==> config.mk <==
export PLATFORM = sky130hd
export DESIGN_NAME = updown_counter_mod
export DESIGN_NICKNAME = d
export VERILOG_FILES = /design/src/rtl/updown_counter_mod.sv
export SDC_FILE = /design/constraint.sdc
export NUM_CORES = 1
export LEC_CHECK = 0
export BUFFER_PORTS_ARGS = -buffer_cell sky130_fd_sc_hd__buf_2
export CAP_MARGIN = 20
export CORE_MARGIN = 2
export CORE_UTILIZATION = 45
export DETAILED_ROUTE_END_ITERATION = 16
export PLACE_DENSITY = 0.74
export SYNTH_ARGS = -nofsm -noshare
export SYNTH_HDL_FRONTEND = slang
export SYNTH_SLANG_ARGS = --single-unit
==> constraint.sdc <==
create_clock -name clk -period 1.75 [get_ports clk]
set_input_delay 0 -clock clk [delete_from_list [all_inputs] [get_ports clk]]
set_output_delay 0 -clock clk [all_outputs]
set_load 0.02 [all_outputs]
==> src/rtl/updown_counter_mod.sv <==
// updown_counter_mod: parametrised up/down counter with wrap or saturate, clear, load and tc pulse.
// Define UPDOWN_COUNTER_STATUS_EN to add sticky overflow/underflow flags with clr_status.
module updown_counter_mod #(
   parameter int WIDTH   = 8,
   parameter int MAX_VAL = 255,
   parameter bit WRAP    = 1'b1
) (
   input  logic             clk,
   input  logic             rst,
   input  logic             en,
   input  logic             mode,
   input  logic             clear,
   input  logic             load,
   input  logic [WIDTH-1:0] load_val,
`ifdef UPDOWN_COUNTER_STATUS_EN
   input  logic             clr_status,
   output logic             ovf_sticky,
   output logic             unf_sticky,
`endif
   output logic [WIDTH-1:0] count,
   output logic             tc,
   output logic             at_max,
   output logic             at_min
);

   localparam logic [WIDTH-1:0] LP_MAX = WIDTH'(MAX_VAL);
   localparam logic [WIDTH-1:0] LP_ONE = WIDTH'(1);

   logic [WIDTH-1:0] r_count;
   logic [WIDTH-1:0] w_next;
   logic             r_tc;
   logic             w_tc;
   logic             w_at_max;
   logic             w_at_min;
   logic             w_up_evt;
   logic             w_dn_evt;

   always_comb begin
      w_at_max = (r_count == LP_MAX);
      w_at_min = (r_count == '0);
      w_up_evt = ~clear & ~load & en & mode & w_at_max;
      w_dn_evt = ~clear & ~load & en & ~mode & w_at_min;
      w_next   = r_count;
      w_tc     = 1'b0;
      if (clear) begin
         w_next = '0;
      end else if (load) begin
         w_next = (load_val > LP_MAX) ? LP_MAX : load_val;
      end else if (w_up_evt) begin
         w_tc   = 1'b1;
         w_next = WRAP ? '0 : LP_MAX;
      end else if (w_dn_evt) begin
         w_tc   = 1'b1;
         w_next = WRAP ? LP_MAX : '0;
      end else if (en) begin
         w_next = mode ? r_count + LP_ONE : r_count - LP_ONE;
      end
   end

   always_ff @(posedge clk or negedge rst) begin
      if (!rst) begin
         r_count <= '0;
         r_tc    <= 1'b0;
      end else begin
         r_count <= w_next;
         r_tc    <= w_tc;
      end
   end

`ifdef UPDOWN_COUNTER_STATUS_EN
   logic r_ovf;
   logic r_unf;

   // a new limit event beats clr_status on the same edge
   always_ff @(posedge clk or negedge rst) begin
      if (!rst) begin
         r_ovf <= 1'b0;
         r_unf <= 1'b0;
      end else begin
         r_ovf <= w_up_evt | (r_ovf & ~clr_status);
         r_unf <= w_dn_evt | (r_unf & ~clr_status);
      end
   end

   assign ovf_sticky = r_ovf;
   assign unf_sticky = r_unf;
`endif

   assign count  = r_count;
   assign tc     = r_tc;
   assign at_max = w_at_max;
   assign at_min = w_at_min;

endmodule

After elaboration in Yosys (flattened, before gate mapping)
Index checks and enable logic that the tools add are counted.

cells by class
  add/subtract/negate cells = 2
  order comparisons = 1
  equality and inequality tests = 1
  multiplexer cells = 11
  bitwise operators = 9
  reduce and logical (&&, ||, !) cells = 2

operator list
  operator               number
  $mux W8                7
  $add A8 B1 Y8 const B  1
  $eq A8 B8 Y1 const B   1
  $gt A8 B8 Y1 const B   1
  $logic_not A8 Y1       1
  $sub A8 B1 Y8 const B  1
  $and A1 B1 Y1          6
  $reduce_bool A5 Y1     1
  $mux W1                4
  $not A1 Y1             3

storage, ports and cells
  bits in registers = 9
  bits of input ports = 14
  word-level logic and storage cells = 28

Logic depth before layout (Yosys ltp)
  depth after elaboration = 9
  gate-level depth with buffers = 7

Worst setup path after synthesis
No wires, ideal clock.

  path type = flip-flop to flip-flop
  start = register r_count[1], in the netlist count[1]
  end = register r_count[7], in the netlist count[7]
  setup time = 133 ps
  data arrival time = 1692 ps
  slack = -75 ps
  cell stages (with the launch flop) = 7
  buffers on the path = 0
  period minus slack after synthesis = 1825 ps
  cells stage by stage = dfrtp_1 -> ha_1 -> a211oi_1 -> nor2_1 -> a221oi_1 -> nand3b_1 -> nor3b_2

on the way
  word-level cells in the longest chain between the ends = 7
  elaborated cells between the ends (all ways) = 13
  those cells by class = add/sub (2); eq/ne (1); mux (6); bitwise (2); reduce/logical (2)

ends and longest elaborated chain
  item                                            RTL line  text
  start, declared                                 29        logic [WIDTH-1:0] r_count;
  start signal, assigned                          65        r_count <= w_next;
  $sub A8 B1 Y8 or $add A8 B1 Y8 (tied branches)  56        w_next = mode ? r_count + LP_ONE : r_count - LP_ONE;
  $mux W8                                         56
  $mux W8                                         55        end else if (en) begin
  $mux W8                                         52        end else if (w_dn_evt) begin
  $mux W8                                         49        end else if (w_up_evt) begin
  $mux W8                                         47        end else if (load) begin
  $mux W8                                         45        if (clear) begin

Several ways; a longest one is shown, not always the timed one. The select of a mux whose other input is x is not followed.
A chain may end at the register's enable or synchronous reset.

Worst setup path in the final report
  start = register r_count[2], in the netlist count[2]
  end = register r_count[1], in the netlist count[1]

on the way
  word-level cells in the longest chain between the ends = 6
  elaborated cells between the ends (all ways) = 9
  those cells by class = eq/ne (1); mux (4); bitwise (2); reduce/logical (2)

ends and longest elaborated chain
  item              RTL line  text
  $logic_not A8 Y1  40        w_at_min = (r_count == '0);
  $and A1 B1 Y1     42        w_dn_evt = ~clear & ~load & en & ~mode & w_at_min;
  $mux W8           52
  $mux W8           49
  $mux W8           47
  $mux W8           45

Several ways; a longest one is shown, not always the timed one.

==> out/metrics.yaml <==
rr_startpoint: "count[2]"
ys_top_cells_by_area: "dfrtp_1, ha_1, a21oi_1"
tightest_slew_ns: 0.286
die_y_um: 47.3
clock_power_share: 0.210
gp_congestion: 0.854
grt_max_degree: 17
numPortBuffers: 24
critical_path_class: "reg2reg"
diodes: 0
hold_end: "count[0]"
cp.arrival_ns: 1.86
initial_utilization: 0.482
timing.rr.end: "count[1]"
synth_nets: 121
r2r_slack_ns: 0.07
crit_fanout: 4
netlist_area_um2: 842
synth_area_leader_cell: "dfrtp_1"
wl_per_cell_um: 15.6
cap_violations: 0
die_w_um: 47.3
skew_ns: 0.000752
hold_viol_final: 0
clockBufferDepth: 2
crit_required_ns: 1.92
finalSetupViolations: 0
dr.pass1.iters: 4
dp_hpwl_mm: 1.77
area_growth_pct: 47.4
cts.clk_slew.worst_paths_ns: 0.07
netSwitchingFraction: 0.387
synth_cells: 100
hold_path_class: "in2reg"
drc: 0
insertion_delay_ns: 0.26
vias: 961
grt_use_total: 0.247
yosys_register_bits: 9
p_int_uw: 499
yosysSeqAreaShare: 0.267
crit_path_start_kind: "flop"
cts.htree.levels: 1
synth_top_area_frac: 0.267
drt_iter0_drc: 19
p_sw_uw: 314
powerDensity_nw_per_um2: 655
fin_crit_sh: 0.962
grt_pass1_vias: 868
antenna_found_initial: 0
comb_power_share: 0.484
std_cell_rows: 15
ctsRootBufferMaster: "clkbuf_4"
slew_viol_final: 0
drive_above_1_share: 0.438
yosysUniqueCellTypes: 34
core_um2: 1750
io_pins: 25
cts_tree: "done"
end_kind: "flop"
instances_no_fill: 169
grt_first_pass_wirelength_mm: 3.78
yosys_warnings: 0
viasPerCell: 5.69
cts_num_sinks: 9
overflow: 0
p_seq_frac: 0.306
ant_nets: 0
tns_ns: 0
max-vdd-ir-drop_mv: 0.415
finalNetCount: 166
power.leakage_nw: 0.589
wirelength_mm: 2.63
period_needed_ns: 1.68
relSlewSlack: 0.809
holdCritStartpoint: "clear"
reg2regPathDepth: 7
syn_area_per_cell_um2: 8.42
fmax_mhz: 594
whs_path_depth: 2
cts_made_buffers: 3
dpl.cell_count: 158
die_area_um2: 2230
outcome: "finished clean"
cell type report:
cell class	instances	area [um^2]
Timing Repair Buffer	43	284
Clock buffer	4	26.3
Multi-Input combinational cell	83	653
Inverter	5	18.8
Sequential cell	9	228
Tap cell	25	31.3
Fill cell	147	504
routing by layer:
metal  global-route usage  vias to the layer above  part of all wire
li1                     -                      462                 -
met1                0.299                      444              0.40
met2                0.424                       43              0.50
met3               0.0423                       12             0.052
met4                0.106                        0             0.043
met5                    0                        -                 0
cells by family (layout without fill, tap and decap cells):
logic type,after synthesis,in the layout,share of synthesized area
AOI/OAI and AO/OA,35,35,0.264
adders and majority gates,7,7,0.113
and+or+nand+nor,37,37,0.267
DFF,9,9,0.267
buffers and inverters,8,52,0.0461
xor gates and xnor gates,4,4,0.0416
how the worst max path moves through the flow:
stage / from / endpoint / slack (ns) / cells after the start
after floorplan: count[1] / count[7] / -0.03 / 6
after global routing: count[2] / count[1] / -0.02 / 7
after CTS: count[1] / count[7] / -0.0004 / 6
after global placement: count[1] / count[7] / -0.01 / 6
final: count[2] / count[1] / 0.07 / 7
after detailed placement: count[1] / count[7] / -0.05 / 6
metrics by stage:
| step | total power [mW] | hold WS [ns] | setup slack (ns) | util | instance area, um^2 |
|---|---|---|---|---|---|
| floorplan | 0.466 | -0.296 | -0.0289 | - | 845 |
| global placement | 0.567 | -0.133 | -0.0102 | 0.611 | 1070 |
| detailed placement | 0.576 | -0.127 | -0.0545 | 0.611 | 1070 |
| CTS | 0.765 | 0.0201 | -0.000426 | 0.659 | 1150 |
| global route | 0.874 | 0.0294 | -0.0212 | 0.711 | 1240 |
| finish | 0.813 | 0.0419 | 0.0668 | 0.711 | 1240 |
registers in the layout (all words and copies together) (netlist names):
name	count
tc	1
count	8
cell usage in the layout, fill, tap and decap left out, types with 3 or more instances in the layout:
cell type,count
buf_6,3
dfrtp_1,7
nor2_1,13
ha_1,3
inv_1,5
clkbuf_4,3
buf_2,24
o21ai_1,3
a21o_1,3
nand3_1,3
buf_4,12
dlygate4sd3_1,4
a21oi_1,10
nor3b_1,4
nand2_1,3
o22ai_1,4
critical path, stage by stage, from the launching register on:
cell	delay [ns]
dfrtp_1	0.39
buf_4	0.16
nor4_4	0.29
nand2_2	0.11
nor3_4	0.31
buf_6	0.15
nor2_1	0.04
o22ai_1	0.13
timing repair:
action | CTS | global route
setup endpoints to repair | 2 | 7
gates resized for setup | 4 | 16
pin swaps | 0 | 6
hold endpoints to repair | 12 | 0
setup buffers | 0 | 3
hold buffers | 4 | 0
power groups by stage:
stage	combinational, mW	clock [mW]	sequential, mW
after CTS	0.345	0.173	0.247
after floorplan	0.188	0	0.279
after detailed placement	0.325	0	0.251
final	0.394	0.170	0.249
after global placement	0.318	0	0.249
after global routing	0.432	0.192	0.251
cells in the mapped netlist (all sizes together):
cell	n
nor2	14
a21oi	11
dfrtp	9
ha	6
o21ai	6
inv	5
nor3b	5
a21o	4
nand2	4
o22ai	4
a211oi	3
nand3	3
a32oi	2
buf	2
nand4	2
nor3	2
nor4	2
o21bai	2
or2	2
xnor2	2
xor2	2
a221oi	1
a41oi	1
and3	1
clkbuf	1
fa	1
nand3b	1
nor2b	1
o41ai	1
(Power assumes the default switching activity.)
